**src/rtl/hall_pkg.sv**
```systemverilog
// Shared hall sensor definitions: code-to-sector mapping, tracker states, fault codes.
package hall_pkg;

    typedef enum logic [1:0] {
        ST_INIT  = 2'd0,
        ST_TRACK = 2'd1,
        ST_FAULT = 2'd2
    } state_e;

    localparam logic [1:0] FLT_NONE    = 2'b00;
    localparam logic [1:0] FLT_INVALID = 2'b01;
    localparam logic [1:0] FLT_SKIP    = 2'b10;
    localparam logic [1:0] FLT_CFG     = 2'b11;

    // Hall code {W,V,U} for each electrical sector.
    localparam logic [2:0] HALL_S0 = 3'b001;
    localparam logic [2:0] HALL_S1 = 3'b011;
    localparam logic [2:0] HALL_S2 = 3'b010;
    localparam logic [2:0] HALL_S3 = 3'b110;
    localparam logic [2:0] HALL_S4 = 3'b100;
    localparam logic [2:0] HALL_S5 = 3'b101;

    typedef struct packed {
        logic       valid;
        logic [2:0] sec;
    } hall_dec_t;

    function automatic hall_dec_t hall_decode(input logic [2:0] h);
        hall_dec_t d;
        d.valid = 1'b1;
        d.sec   = 3'd0;
        case (h)
            HALL_S0: d.sec = 3'd0;
            HALL_S1: d.sec = 3'd1;
            HALL_S2: d.sec = 3'd2;
            HALL_S3: d.sec = 3'd3;
            HALL_S4: d.sec = 3'd4;
            HALL_S5: d.sec = 3'd5;
            default: d.valid = 1'b0;
        endcase
        return d;
    endfunction

    // (to - from) mod 6, both operands in 0..5.
    function automatic logic [2:0] sector_delta(input logic [2:0] from_s, input logic [2:0] to_s);
        logic [3:0] d;
        d = {1'b0, to_s} + 4'd6 - {1'b0, from_s};
        if (d >= 4'd6) d = d - 4'd6;
        return d[2:0];
    endfunction

endpackage

```
**src/rtl/hall_period_timer.sv**
```systemverilog
// Transition period counter with period latch, one-cycle update pulse and stall detect.
module hall_period_timer
    import hall_pkg::*;
#(
    parameter int PERIOD_W     = 24,
    parameter int STALL_CYCLES = 5000000
) (
    input  logic                clk_in,
    input  logic                rst_n_in,
    input  logic                run,
    input  logic                step,
    output logic [PERIOD_W-1:0] period,
    output logic                period_valid,
    output logic                stall
);

    localparam logic [PERIOD_W:0] STALL_TH = (PERIOD_W+1)'(STALL_CYCLES);

    logic [PERIOD_W-1:0] timer_q;
    logic [PERIOD_W-1:0] period_q;
    logic                pv_q;
    logic                stall_q;
    logic                armed_q;
    logic [PERIOD_W:0]   timer_inc;
    logic                timer_at_max;
    logic [PERIOD_W-1:0] period_sat;

    assign timer_inc    = {1'b0, timer_q} + (PERIOD_W+1)'(1);
    assign timer_at_max = &timer_q;
    assign period_sat   = timer_inc[PERIOD_W] ? {PERIOD_W{1'b1}} : timer_inc[PERIOD_W-1:0];

    // armed_q is low until one step has been seen since entering TRACK or since a
    // stall, so the first interval measured is always a complete one.
    always_ff @(posedge clk_in or negedge rst_n_in) begin
        if (!rst_n_in) begin
            timer_q  <= '0;
            period_q <= '0;
            pv_q     <= 1'b0;
            stall_q  <= 1'b0;
            armed_q  <= 1'b0;
        end else if (!run) begin
            timer_q  <= '0;
            pv_q     <= 1'b0;
            stall_q  <= 1'b0;
            armed_q  <= 1'b0;
        end else if (step) begin
            timer_q  <= '0;
            stall_q  <= 1'b0;
            armed_q  <= 1'b1;
            pv_q     <= armed_q;
            if (armed_q) period_q <= period_sat;
        end else begin
            pv_q <= 1'b0;
            if (!timer_at_max) timer_q <= timer_inc[PERIOD_W-1:0];
            if (timer_inc >= STALL_TH) begin
                stall_q <= 1'b1;
                armed_q <= 1'b0;
            end
        end
    end

    assign period       = period_q;
    assign period_valid = pv_q;
    assign stall        = stall_q;

endmodule

```
**src/rtl/hall_sector_tracker.sv**
```systemverilog
// Hall UVW sector decoder with direction, position, period, stall and fault tracking.
// Optional HALL_GLITCH_FILTER_EN: require two identical samples before accepting a code.
module hall_sector_tracker
    import hall_pkg::*;
#(
    parameter int PERIOD_W     = 24,
    parameter int STALL_CYCLES = 5000000,
    parameter int POS_W        = 16
) (
    input  logic                clk_in,
    input  logic                rst_n_in,
    input  logic [7:0]          uvw_data,
    input  logic [7:0]          encoder_error_data,
    input  logic                clr_fault,
    output logic [2:0]          sector,
    output logic                sector_valid,
    output logic                dir,
    output logic [POS_W-1:0]    pos_count,
    output logic [PERIOD_W-1:0] period,
    output logic                period_valid,
    output logic                stall,
    output logic                hall_fault,
    output logic [1:0]          fault_code
);

    logic [2:0]       h;
    logic             cfg_err;
    hall_dec_t        hdec;
    logic             acc;
    logic             unused_in;

    state_e           state_q, state_d;
    logic [1:0]       code_q, code_d;
    logic [2:0]       sector_q, sector_d;
    logic             dir_q, dir_d;
    logic [POS_W-1:0] pos_q, pos_d;
    logic             inv_q;
    logic             step;
    logic [2:0]       delta;

    assign h         = uvw_data[2:0];
    assign cfg_err   = encoder_error_data[0];
    assign hdec      = hall_decode(h);
    assign unused_in = ^{uvw_data[7:3], encoder_error_data[7:1]};

`ifdef HALL_GLITCH_FILTER_EN
    logic [2:0] h_q;

    always_ff @(posedge clk_in or negedge rst_n_in) begin
        if (!rst_n_in) h_q <= 3'b000;
        else           h_q <= h;
    end

    assign acc = hdec.valid && (h == h_q);
`else
    assign acc = hdec.valid;
`endif

    assign delta = sector_delta(sector_q, hdec.sec);

    // Invalid-code history: only an invalid code on two consecutive cycles faults.
    always_ff @(posedge clk_in or negedge rst_n_in) begin
        if (!rst_n_in) inv_q <= 1'b0;
        else           inv_q <= (state_q != ST_FAULT) && !hdec.valid;
    end

    always_ff @(posedge clk_in or negedge rst_n_in) begin
        if (!rst_n_in) begin
            state_q  <= ST_INIT;
            code_q   <= FLT_NONE;
            sector_q <= 3'd0;
            dir_q    <= 1'b0;
            pos_q    <= '0;
        end else begin
            state_q  <= state_d;
            code_q   <= code_d;
            sector_q <= sector_d;
            dir_q    <= dir_d;
            pos_q    <= pos_d;
        end
    end

    always_comb begin
        state_d  = state_q;
        code_d   = code_q;
        sector_d = sector_q;
        dir_d    = dir_q;
        pos_d    = pos_q;
        step     = 1'b0;

        case (state_q)
            ST_INIT: begin
                if (acc) begin
                    sector_d = hdec.sec;
                    state_d  = ST_TRACK;
                end
            end
            ST_TRACK: begin
                if (acc && (hdec.sec != sector_q)) begin
                    if (delta == 3'd1) begin
                        step     = 1'b1;
                        sector_d = hdec.sec;
                        dir_d    = 1'b0;
                        pos_d    = pos_q + POS_W'(1);
                    end else if (delta == 3'd5) begin
                        step     = 1'b1;
                        sector_d = hdec.sec;
                        dir_d    = 1'b1;
                        pos_d    = pos_q - POS_W'(1);
                    end else begin
                        state_d = ST_FAULT;
                        code_d  = FLT_SKIP;
                    end
                end
            end
            ST_FAULT: begin
                if (clr_fault && !cfg_err) begin
                    state_d = ST_INIT;
                    code_d  = FLT_NONE;
                end
            end
            default: begin
                state_d = ST_INIT;
                code_d  = FLT_NONE;
            end
        endcase

        // Fault entry overrides; config error outranks everything and freezes the
        // sector/position as they were before this cycle.
        if (state_q != ST_FAULT) begin
            if (!hdec.valid && inv_q) begin
                state_d = ST_FAULT;
                code_d  = FLT_INVALID;
            end
            if (cfg_err) begin
                state_d  = ST_FAULT;
                code_d   = FLT_CFG;
                step     = 1'b0;
                sector_d = sector_q;
                dir_d    = dir_q;
                pos_d    = pos_q;
            end
        end
    end

    hall_period_timer #(
        .PERIOD_W     (PERIOD_W),
        .STALL_CYCLES (STALL_CYCLES)
    ) u_timer (
        .clk_in       (clk_in),
        .rst_n_in     (rst_n_in),
        .run          (state_q == ST_TRACK),
        .step         (step),
        .period       (period),
        .period_valid (period_valid),
        .stall        (stall)
    );

    assign sector       = sector_q;
    assign sector_valid = (state_q == ST_TRACK);
    assign dir          = dir_q;
    assign pos_count    = pos_q;
    assign hall_fault   = (state_q == ST_FAULT);
    assign fault_code   = code_q;

endmodule

```
**config.mk**
```make
export PLATFORM = sky130hd
export DESIGN_NAME = hall_sector_tracker
export DESIGN_NICKNAME = d
export VERILOG_FILES = /design/src/rtl/hall_pkg.sv /design/src/rtl/hall_period_timer.sv /design/src/rtl/hall_sector_tracker.sv
export SDC_FILE = /design/constraint.sdc
export NUM_CORES = 1
export LEC_CHECK = 0
export CORE_AREA = 2 2 138 86
export CTS_CLUSTER_DIAMETER = 120
export DETAILED_ROUTE_END_ITERATION = 8
export DIE_AREA = 0 0 140 88
export GPL_ROUTABILITY_DRIVEN = 0
export PLACE_DENSITY = 0.75
export SYNTH_ARGS = -nofsm -noshare
export SYNTH_HDL_FRONTEND = slang
export SYNTH_SLANG_ARGS = --single-unit
```
**constraint.sdc**
```tcl
create_clock -name clk_in -period 10.9 [get_ports clk_in]
set_clock_uncertainty 0.05 [all_clocks]
set_input_delay 2.18 -clock clk_in [delete_from_list [all_inputs] [get_ports clk_in]]
set_output_delay 2.18 -clock clk_in [all_outputs]
set_load 0.05 [all_outputs]
```
* After elaboration in Yosys (flattened, before gate mapping) *
Cells that the tools add are included.

word-level totals
  register bits after elaboration = 76
  output and inout bits = 50
  logic and storage cells = 101
  input port bits = 19

operators by class
  muxes and demuxes = 57
  eq/ne operators = 15
  $lt $le $gt $ge = 2
  add/subtract/negate cells = 6
  reduce and logical (&&, ||, !) cells = 10

operators by type and width
  operator                                                                                number
  16-bit two-way mux                                                                      6
  24-bit two-way mux                                                                      4
  2-bit two-way mux                                                                       15
  24-bit by 1-bit adder with 25-bit output (second input constant)                        1
  25-bit by 23-bit greater-or-equal comparator with 1-bit output (second input constant)  1
  24-bit AND reduction                                                                    1
  1-bit two-way mux                                                                       21
  3-bit two-way mux                                                                       7
  16-bit by 1-bit adder with 16-bit output (second input constant)                        1
  16-bit by 1-bit subtractor with 16-bit output (second input constant)                   1
  3-bit case mux with 5 select lines                                                      1
  3-bit == test (second input constant)                                                   4
  2-bit case mux with 3 select lines                                                      2
  3-bit by 1-bit == test with 1-bit output (second input constant)                        2
  3-bit by 2-bit == test with 1-bit output (second input constant)                        2
  3-bit != test (second input constant)                                                   2
  3-bit case mux with 2 select lines                                                      1
  6-bit OR reduction                                                                      1
  3-bit by 3-bit adder with 4-bit output (second input constant)                          1
  4-bit by 3-bit greater-or-equal comparator with 1-bit output (second input constant)    1
  1-bit logical AND                                                                       4
  2-bit != test (second input constant)                                                   2
  4-bit by 3-bit subtractor with 4-bit output                                             1
  3-bit != test                                                                           1
  other kinds (6)                                                                         7

* Longest topological paths before layout *
  word-level depth = 15
  mapped depth = 22
  depth with buffers taken out = 22

* Cells and area by module *
Synthesis repeated with hierarchy kept, for this count alone.

second synthesis, totals
  cell total of the unflattened synthesis = 511
  area total of the unflattened synthesis = 4,509.3 sq um

modules (own cells, without submodules)
  module               area an instance (sq um)  cells each  seq. area each (sq um)  instances
  hall_period_timer    2,645.0                   296         1,276.2                 1
  hall_sector_tracker  1,864.3                   215         625.6                   1

* Least setup slack after synthesis *
OpenSTA, ideal clock, no wires.

  path kind = in2reg
  start point = input port uvw_data[1]
  end point = register pos_q[15] (netlist: pos_count[15])
  required time = 10.707 ns
  path buffers = 0
  arrival = 5.848 ns
  library setup time = 0.143 ns
  slack = 4.859 ns
  stages = 22
  path through = nand2b_1 > nand3_1 > o21ai_0 > ha_1 > inv_1 > ha_1 > inv_1 > fa_1 > xor2_1 > nand2_1 > mux2_2 > nor2_1 > inv_1 > ha_1 > a211oi_1 > o21bai_1 > a21oi_1 > o31ai_1 > a221oi_1 > xnor2_1 > nor2_1 > xor2_1

between the ends
  longest elaborated chain between the ends = 13
  elaborated cells on any way between the ends = 24
  those cells by class = 3 x add/sub; 1 x order compare; 9 x eq/ne; 9 x mux; 2 x reduce/logical

RTL lines
  element                                                                                                  RTL line                    source
  from (decl)                                                                                              hall_sector_tracker.sv:12   input logic [7:0] uvw_data,
  3-bit == test / 3-bit by 2-bit == test with 1-bit output (equally long branches)                         hall_pkg.sv:32              case (h)
  3-bit case mux with 5 select lines                                                                       hall_pkg.sv:32
  3-bit by 3-bit adder with 4-bit output                                                                   hall_pkg.sv:47              d = {1'b0, to_s} + 4'd6 - {1'b0, from_s};
  4-bit by 3-bit subtractor with 4-bit output                                                              hall_pkg.sv:47
  4-bit by 3-bit greater-or-equal comparator with 1-bit output / 3-bit subtractor (equally long branches)  hall_pkg.sv:48              if (d >= 4'd6) d = d - 4'd6;
  3-bit two-way mux                                                                                        hall_pkg.sv:48
  3-bit == test                                                                                            hall_sector_tracker.sv:105  end else if (delta == 3'd5) begin
  16-bit two-way mux                                                                                       hall_sector_tracker.sv:105
  16-bit two-way mux                                                                                       hall_sector_tracker.sv:100  if (delta == 3'd1) begin
  16-bit two-way mux (*)                                                                                   hall_sector_tracker.sv:99   if (acc && (hdec.sec != sector_q)) begin
  16-bit two-way mux (*)                                                                                   hall_sector_tracker.sv:91   case (state_q)
  16-bit two-way mux                                                                                       hall_sector_tracker.sv:135  if (cfg_err) begin
  16-bit two-way mux (*)                                                                                   hall_sector_tracker.sv:130  if (state_q != ST_FAULT) begin
  to (signal assigned)                                                                                     hall_sector_tracker.sv:79   pos_q <= pos_d;
  to (decl)                                                                                                hall_sector_tracker.sv:36   logic [POS_W-1:0] pos_q, pos_d;

Mark *: on every way between the ends. The rest lies on a longest branch, timed or not. The select of a mux whose other input is x is not followed.
A chain may end at the register's enable or synchronous reset.

* Worst setup path after layout *
  start point = input port uvw_data[1]
  end point = register pos_q[14] (netlist: pos_count[14])

The elaborated chain is that of the path after synthesis.

==> flow_metrics.py <==
metrics = {
    "logic_synthesis": {
        "synth.top_cells.by_count": "sky130_fd_sc_hd__nor2_1, sky130_fd_sc_hd__dfrtp_1, sky130_fd_sc_hd__nand2_1, sky130_fd_sc_hd__a21oi_1, sky130_fd_sc_hd__o21ai_0",
        "synthDominantCellAreaShare_pct": 42.5,
        "synth.yosys.seq_area_share_pct": 42.5,
        "synth-async-reset-ratio_pct": 100,
        "synth_ff_type": "sky130_fd_sc_hd__dfrtp_1",
        "edff_count_synth": 0,
        "syn_inst_count": 497,
        "synth.most_common_cell": "sky130_fd_sc_hd__nor2_1",
        "yosys_register_bits": 76,
        "synth.net_count": 538,
        "ys_top_cells_by_area": "sky130_fd_sc_hd__dfrtp_1, sky130_fd_sc_hd__nor2_1, sky130_fd_sc_hd__ha_1",
        "synth.lib_cells_used.distinct": 62,
        "yosysWarnings": 0,
        "synthesis.area_um2": 4470,
        "post_synth_top_area_cell": "sky130_fd_sc_hd__dfrtp_1",
        "synthesized_area_divided_by_synthesized_cell_count_um2": 9.00,
    },
    "worst_setup_path": {
        "rr_endpoint": "pos_count[14]$_DFFE_PN0P_",
        "reg2reg_from": "sector[1]$_DFFE_PN0P_",
        "max_fo_critical_path": 16,
        "timing.critical_path.slowest_cell_delay_ns": 0.54,
        "reg2reg_depth": 19,
        "slowest_stage": "sky130_fd_sc_hd__fa_1",
        "criticalPathCategory": "primary input to register",
        "crit_arrival_ns": 7.10,
        "path_cells": "clkdlybuf4s50_1 -> nand2b_1 -> nand3_1 -> o21ai_0 -> ha_1 -> inv_1 -> ha_1 -> inv_1 -> fa_1 -> xor2_1 -> nand2_1 -> mux2_2 -> nor2_1 -> inv_1 -> fa_1 -> a211oi_1 -> o21bai_1 -> a211oi_1 -> o21ai_0 -> o211ai_1 -> o21a_1 -> xor2_1 -> o21ai_0",
        "worst_setup_path_end_kind": "register",
        "critPathRequiredTime_ns": 11.04,
        "worst-r2r-setup-slack_ns": 6.13,
        "start_kind": "primary input",
    },
    "die": {
        "num_io_pins": 69,
        "initial_utilization_pct": 40.4,
        "floorplan.rows": 30,
        "die-width_um": 140,
        "floorplan.core_area_um2": 11100,
        "fp.dieArea_um2": 12300,
        "die_y_um": 88,
    },
    "min_path": {
        "hp-start": "pos_count[15]$_DFFE_PN0P_",
        "hold_path_class": "register to register",
        "worst_hold_path.endpoint": "pos_count[15]$_DFFE_PN0P_",
        "min_delay_path_depth": 1,
    },
    "finish": {
        "synthToLayoutAreaGrowth_pct": 21.5,
        "finish.net_count": 584,
        "finalNonFillerCells": 692,
        "n_antenna_cell": 0,
        "final_layout_size_suffix_gt1_share_pct": 6.57,
    },
    "cts": {
        "clock_tree.root_cell": "sky130_fd_sc_hd__clkbuf_16",
        "worstSkewPairLatency_ns": 0.34,
        "cts_buffer_depth": 2,
        "cts.sink_count": 76,
        "cts-hold-fix-buffers": 0,
        "cts_resized": 0,
        "postCtsSetupRepairBufs": 0,
        "cts.clk_slew.worst_paths_ns": 0.06,
        "cts_inserted_buffers": 9,
        "cts_tree": "built",
        "cts_htree_levels": 3,
    },
    "timing": {
        "finalSetupViolCount": 0,
        "report.final.slew_viol_count": 0,
        "final_hold_viol_count": 0,
        "max_slew.worst_pin.slew_ns": 0.991,
        "final.setup.tns_ns": 0,
        "finalCritPeriodShare_pct": 63.9,
        "worst_slew_margin_rel_pct": 33.9,
        "finalWorstPathRequiredPeriod_ns": 6.96,
        "clock.fmax_mhz": 144,
        "rsz_0062_raised_after_global_routing": "no",
    },
    "global_route": {
        "grt_pass1_wl_um": 17700,
        "gr-usage-met1_pct": 26.1,
        "grt_start_max_net_pins": 77,
        "global_route.usage.met3_pct": 5.08,
        "antenna_violations_before_repair": 0,
        "globalRouteOverflowTotal": 0,
        "global_route.usage.met2_pct": 26.3,
        "vias_in_the_first_global_route": 3557,
        "grtUsageTotal_pct": 18.2,
        "grt_busiest_layer": "met2",
    },
    "routing": {
        "wire_per_inst_um": 15.4,
        "drt_pre_antenna_iters": 8,
        "drc_violation_count_after_routing": 3,
        "antenna_left": 0,
        "wl_um": 10600,
        "via_per_inst": 5.43,
        "first_iteration_detailed_routing_drc_count": 226,
        "routed-via-count": 3757,
    },
    "place": {
        "placed_cells": 676,
        "port_buffers": 56,
        "hpwlAfterDp_um": 7500,
    },
    "status": {
        "failed_checks": "DRC",
        "run_status": "finished with violations",
    },
    "power_and_ir_drop": {
        "peakVddDrop_mv": 0.231,
        "leakagePower_nw": 2.41,
        "p_per_area_nw_per_um2": 269,
    },
    "run": {
        "drv.max_cap_violation_count": 0,
    },
}
-- metrics by stage --
step	setup WS, ns	utilization [%]	cell area, µm²	hold slack, ns	power [mW]
after global placement	3.79	46.2	5110	0.410	1.10
final	3.94	49.1	5430	0.423	1.46
after floorplan	4.86	-	4470	0.426	0.946
after global routing	3.49	49.1	5430	0.468	1.57
after CTS	3.94	49.1	5430	0.433	1.47
after detailed placement	3.59	46.2	5110	0.419	1.14
-- cells in the final DEF (no fill, tap or decap), drive strengths merged, types with 3 or more instances in the layout --
| cell type | netlist | layout |
|---|---|---|
| a211oi | 7 | 7 |
| a21o | 7 | 7 |
| a21oi | 40 | 40 |
| a31oi | 5 | 5 |
| and2 | 3 | 3 |
| and3 | 6 | 6 |
| clkbuf | 8 | 10 |
| clkdlybuf4s50 | 0 | 55 |
| dfrtp | 76 | 76 |
| ha | 20 | 20 |
| inv | 14 | 14 |
| mux2 | 3 | 3 |
| nand2 | 45 | 45 |
| nand2b | 7 | 7 |
| nand3 | 15 | 15 |
| nand4 | 7 | 7 |
| nor2 | 90 | 90 |
| nor2b | 7 | 7 |
| nor3 | 9 | 9 |
| nor4 | 6 | 6 |
| o21ai | 31 | 31 |
| o21bai | 5 | 5 |
| o31ai | 3 | 3 |
| xnor2 | 21 | 21 |
| xor2 | 14 | 14 |
-- layer usage --
metal / vias to the layer above / routed length (µm) / share of wire, %
met1: 1776 / 5330 / 50
met3: 13 / 739 / 6.9
met5: - / 0 / 0
met4: 0 / 138 / 1.3
li1: 1840 / - / -
met2: 128 / 4420 / 42
-- cells by family (layout without fill, tap and decap cells) --
logic type	Yosys count	count (layout)	synth area share, %
buf+inv	36	87	3.47
flops	76	76	42.5
simple gates	207	207	23.3
mux	5	5	1.29
fa+ha+maj	22	22	6.49
xor+xnor	35	35	6.86
compound gates	116	116	16.0
-- flip-flops by register name, indices dropped and copies added, names as in the netlist, 2 cells and up --
register and count:
u_timer.period 24, u_timer.timer_q 24, pos_count 16, sector 3
fault_code 2, state_q 2
-- power by group --
group	total (mW)	leakage [nW]	switching (mW)	internal, mW
registers	0.352	1.04	0.0342	0.318
clock network	0.320	0.149	0.119	0.200
logic	0.789	1.22	0.475	0.314
-- worst max-delay path by stage --
stage           startpoint                         to  slack, ns
2_1_floorplan  uvw_data[1]  pos_count[15]$_DFFE_PN0P_       4.86
3_3_place_gp   uvw_data[1]  pos_count[14]$_DFFE_PN0P_       3.79
3_5_place_dp   uvw_data[1]  pos_count[14]$_DFFE_PN0P_       3.59
4_1_cts        uvw_data[1]  pos_count[14]$_DFFE_PN0P_       3.94
5_1_grt        uvw_data[1]  pos_count[14]$_DFFE_PN0P_       3.49
6_report       uvw_data[1]  pos_count[14]$_DFFE_PN0P_       3.94
-- worst max-delay path: cells and delay by family --
| family | cells | cell delay (ns) |
|---|---|---|
| compound gates | 8 | 1.49 |
| fa+ha+maj | 4 | 1.24 |
| buf+inv | 4 | 0.89 |
| simple gates | 4 | 0.65 |
| xor+xnor | 2 | 0.36 |
| mux | 1 | 0.26 |
-- cell type report --
type                            count  area, µm²
Timing Repair Buffer               57        566
Tap cell                          144        180
Clock buffer                       10        229
Fill cell                        1006       5640
Multi-Input combinational cell    385       2410
Clock inverter                      6       88.8
Sequential cell                    76       1900
Inverter                           14       52.6
Power figures use the tool's default switching activity.
==> edit 1: new RTL, same settings <==
Add a define of `HALL_GLITCH_FILTER_EN`.
--- a/src/rtl/hall_sector_tracker.sv
+++ b/src/rtl/hall_sector_tracker.sv
@@ -1,5 +1,7 @@
 // Hall UVW sector decoder with direction, position, period, stall and fault tracking.
 // Optional HALL_GLITCH_FILTER_EN: require two identical samples before accepting a code.
+`define HALL_GLITCH_FILTER_EN
+
 module hall_sector_tracker
     import hall_pkg::*;
 #(
Formal check against the unedited RTL: not equivalent (Yosys sat finds a counterexample within 4 cycles, from zero or initial values and one cycle with rst_n_in low).
==> edit 1 against the original RTL <==
- the run still ends with DRC left
- global-route usage shrank 0.67 points
- wire length shrank 5.3%
- sequential cell count grew 3
- worst setup slack gained 0.029 ns
- first-iteration DRC count shrank 25%
- cell count grew 1.3%
- die area is the same
- area after synthesis grew 1.1%
- cell area grew 0.30%
- via count shrank 0.43%
- utilization grew 0.15 points
Power is not compared: it rests on default switching activity, and its combinational part moved more than twofold at a synthesized area within 25%.
==> edit 1: results (changes against the original RTL) <==
logic_synthesis:
  synthDistinctLibCells: 64  # +3.2%
  synth_area_leaders: "dfrtp_1 (44%), nand2_1 (6.1%), ha_1 (5.5%), nor2_1 (5.4%), xnor2_1 (4.1%)"
  synthTopCellsByCount: "dfrtp_1 (79), nand2_1 (74), nor2_1 (65)"
  synth_fp_nets: 542  # +0.74%
  yosysSeqAreaShare: 0.437  # +0.0121
floorplanning:
  rows: 30  # unchanged
global_route:
  grt_pass1_vias: 3707  # +4.2%
  grt_use_total: 0.175  # -0.00666
  grtUsageMet1: 0.226  # -0.0358
  grt_pass1_wl_mm: 17.3  # -2.0%
  grt_max_degree: 80  # +3.9%
  grt.met2_usage: 0.288  # +0.0242
place:
  dp_slack_ns: 3.64  # +0.0518 ns
  dp_hpwl_mm: 7.22  # -3.8%
  post_dp_cell_area_um2: 5170  # +1.0%
  portBuffers: 56  # unchanged
status:
  violations: "DRC"
  status: "finished with violations"
clock_network:
  path_clk_slew_ns: 0.06  # about the same
  clock_path_buffers: 2  # unchanged
  cts_root_buf: "clkbuf_16"
  clock_latency_ns: 0.34  # about the same
cells_and_area:
  drive_gt1_frac: 0.0718  # +0.00612
  finalNetCount: 593  # +1.5%
drt:
  wirelength_mm: 10.1  # -5.3%
  first_iter_violations: 170  # -25%
  drc: 4  # +1
  first_pass_iters: 6  # -2
  vias_per_cell: 5.34  # -1.7%
power_and_ir_drop:
  p_sw_mw: 0.246
setup_path:
  r2r-start: "sector[1]$_DFFE_PN0P_"
  cp_max_fo: 17  # +1
  cp_slowest_cell: "clkdlybuf4s50_1"
  critPathArrivalTime_ns: 7.14  # +0.04 ns
  critPathMaxStageDelay_ns: 0.60  # +0.06 ns
hold_path:
  hp-class: "flop to flop"
sta:
  tightest_slew_ns: 0.992  # +0.000588 ns
edit 1: worst paths after layout:
check / endpoint / slack [ns] / cells past startpoint
hold / removal: pos_count[15]$_DFFE_PN0P_ / 0.43 / 1
setup / recovery: pos_count[15]$_DFFE_PN0P_ / 3.97 / 20
hold reg to reg: pos_count[15]$_DFFE_PN0P_ / 0.43 / 1
setup reg to reg: pos_count[15]$_DFFE_PN0P_ / 6.24 / 17
min in group asynchronous: sector[0]$_DFFE_PN0P_ / 1.95 / 1
max in group asynchronous: u_timer.period[7]$_DFFE_PN0P_ / 8.21 / 1
edit 1: area by class of cell:
cell class              instances  area [um2]
clock buffers                   9         225
clock inverters                 7        56.3
fillers                      1021        5620
inverters                      17        63.8
multi-input cells             389        2390
flip-flops and latches         79        1980
well taps                     144         180
repair buffers                 56         558
edit 1: per-layer routing:
layer,part of all wire,vias up
met5,0,-
met4,0.015,0
met3,0.054,18
met2,0.45,115
met1,0.48,1764
li1,-,1844
edit 1: cell families (layout without fill, tap and decap cells):
family                     Yosys count  after routing  share of synthesized area
AOI/OAI and AO/OA                  114            114                      0.155
xor gates and xnor gates            34             34                     0.0659
adders and majority gates           22             22                     0.0642
buffers and inverters               33             89                     0.0341
DFF                                 79             79                      0.437
muxes                                3              3                    0.00997
and+or+nand+nor                    216            216                      0.233
edit 1: power groups by stage:
stage               Combinational (mW)  Clock, mW  Sequential, mW
floorplan                        0.119          0           0.323
global placement                 0.169          0           0.308
detailed placement               0.180          0           0.309
CTS                              0.182      0.291           0.303
global route                     0.206      0.306           0.304
finish                           0.183      0.285           0.303
edit 1: stage by stage:
stage               total power [mW]  hold WS [ns]  std cells
floorplan                      0.442         0.463        501
CTS                            0.777         0.437        701
detailed placement             0.488         0.416        685
global route                   0.816         0.449        701
finish                         0.771         0.428        701
global placement               0.478         0.404        685
==> edit 2: new RTL, config.mk and constraints unchanged <==
Made on the original files. Encoding of `state_e`: now one-hot (3 bits for 3 states).
--- a/src/rtl/hall_pkg.sv
+++ b/src/rtl/hall_pkg.sv
@@ -1,10 +1,10 @@
 // Shared hall sensor definitions: code-to-sector mapping, tracker states, fault codes.
 package hall_pkg;
 
-    typedef enum logic [1:0] {
-        ST_INIT  = 2'd0,
-        ST_TRACK = 2'd1,
-        ST_FAULT = 2'd2
+    typedef enum logic [2:0] {
+        ST_INIT  = 3'b001,
+        ST_TRACK = 3'b010,
+        ST_FAULT = 3'b100
     } state_e;
 
     localparam logic [1:0] FLT_NONE    = 2'b00;
Function: no difference found for any inputs over 4 cycles, from zero or initial values and one cycle with rst_n_in low; so few cycles prove little.
==> edit 2 against the original RTL <==
- wire length fell by 1.6%
- synthesized cell count rose by 4.0%
- sequential cell count rose by 1
- global-route usage barely moved
- hold slack got worse by 0.0043 ns
- worst setup slack got worse by 0.29 ns
- fmax fell by 4.0%
- total power fell by 2.2%
- area after synthesis rose by 2.0%
- cell area rose by 1.6%
- cell count rose by 3.5%
- the run still ends with DRC left
- clock power fell by 4%
==> edit 2: results (changes against the original RTL) <==
hold_path:
  hp-class: "flop to flop"
  holdPathStages: 1  # unchanged
  holdPathEnd: "pos_count[15]$_DFFE_PN0P_"
  min_from: "pos_count[15]$_DFFE_PN0P_"
clock_network:
  cts_root_buf: "clkbuf_16"
  postCtsSetupRepairBufs: 0  # unchanged
  numCtsBuffers: 9  # unchanged
  htree_levels: 3  # unchanged
  clock_latency_ns: 0.34  # about the same
  path_clk_slew_ns: 0.06  # about the same
  cts_resized: 0  # unchanged
global_route:
  grt_pass1_wl_mm: 18.0  # +1.7%
  grt_max_degree: 78  # +1.3%
  antenna_found_initial: 0  # unchanged
  grt_use_total: 0.182  # +0.000382
  grt_pass1_vias: 3661  # +2.9%
logic_synthesis:
  async_flop_share: 1.00  # unchanged
  synth_flop_cell: "dfrtp_1"
  synth_area_leaders: "dfrtp_1 (42%), o21ai_0 (6.4%), nor2_1 (5.9%), nand2_1 (5.7%), ha_1 (5.2%)"
  synthTopCellsByCount: "dfrtp_1 (76), nor2_1 (72), nand2_1 (69)"
  synth.avg_cell_area_um2: 8.83  # -1.9%
  yosys_warnings: 0  # unchanged
  yosysSeqAreaShare: 0.423  # -0.00275
  synthDistinctLibCells: 64  # +3.2%
  synth_fp_nets: 557  # +3.5%
setup_path:
  critPathArrivalTime_ns: 7.43  # +0.33 ns
  cp_slowest_cell: "a2111oi_0"
  rrSetupSlack_ns: 5.85  # -0.28 ns
  cp_max_fo: 16  # unchanged
  critPathMaxStageDelay_ns: 0.63  # +0.09 ns
  crit_path_start: "uvw_data[1]"
  r2r-start: "sector[1]$_DFFE_PN0P_"
  worstSetupEndpoint: "pos_count[15]$_DFFE_PN0P_"
  rr_worst_depth: 19  # unchanged
  cp_top_family: "compound AO/OA/AOI/OAI gates"
sta:
  tightest_slew_ns: 0.977  # -0.0141 ns
  hold_slack_ns: 0.419  # -0.00432 ns
  worst_slack_ns: 3.65  # -0.291 ns
place:
  dp_slack_ns: 3.34  # -0.251 ns
  post_dp_cell_area_um2: 5220  # +2.0%
  placed_cells: 701  # +3.7%
  portBuffers: 56  # unchanged
  dp_hpwl_mm: 7.35  # -2.0%
status:
  violations: "DRC"
  status: "finished with violations"
power_and_ir_drop:
  p_leak_nw: 2.34  # -3.0%
  ir_worst_vdd_mv: 0.194  # -16%
cells_and_area:
  seq_area_um2: 1930  # +1.4%
  drive_gt1_frac: 0.0664  # +0.000740
  n_antenna_cell: 0  # unchanged
  nFillCells: 1011  # +0.50%
  finalNetCount: 608  # +4.1%
drt:
  first_iter_violations: 308  # +36%
  first_pass_iters: 6  # -2
  vias: 3864  # +2.8%
  wirelength_mm: 10.5  # -1.6%
  routedWlPerCell_um: 14.6  # -4.9%
  drc: 4  # +1
## edit 2: metal layers
| layer | global-route usage | vias to the layer above | routed length, um |
|---|---|---|---|
| met1 | 0.265 | 1799 | 5390 |
| met3 | 0.0503 | 16 | 729 |
| met4 | 0.0634 | 0 | 162 |
| li1 | - | 1923 | - |
| met5 | 0 | - | 0 |
| met2 | 0.261 | 126 | 4180 |
## edit 2: cell type report
type,count,area share
inverter,13,0.00884
timing repair buffer,58,0.104
tap,144,0.0326
clock inverter,3,0.00816
sequential,77,0.349
clock buffer,12,0.0465
multi-input combinational,409,0.451
## edit 2: kinds of logic after synthesis
kind of cell             synth area share
AND/OR/NAND/NOR                     0.235
AO/OA/AOI/OAI                       0.173
flip-flops                          0.423
XOR/XNOR                           0.0614
buffers and inverters              0.0324
adder cells (fa/ha/maj)            0.0609
multiplexers                       0.0148
## edit 2: report_power, final
group          internal, mW  switching, mW
clock network         0.189          0.118
registers             0.322         0.0341
logic                 0.308          0.458
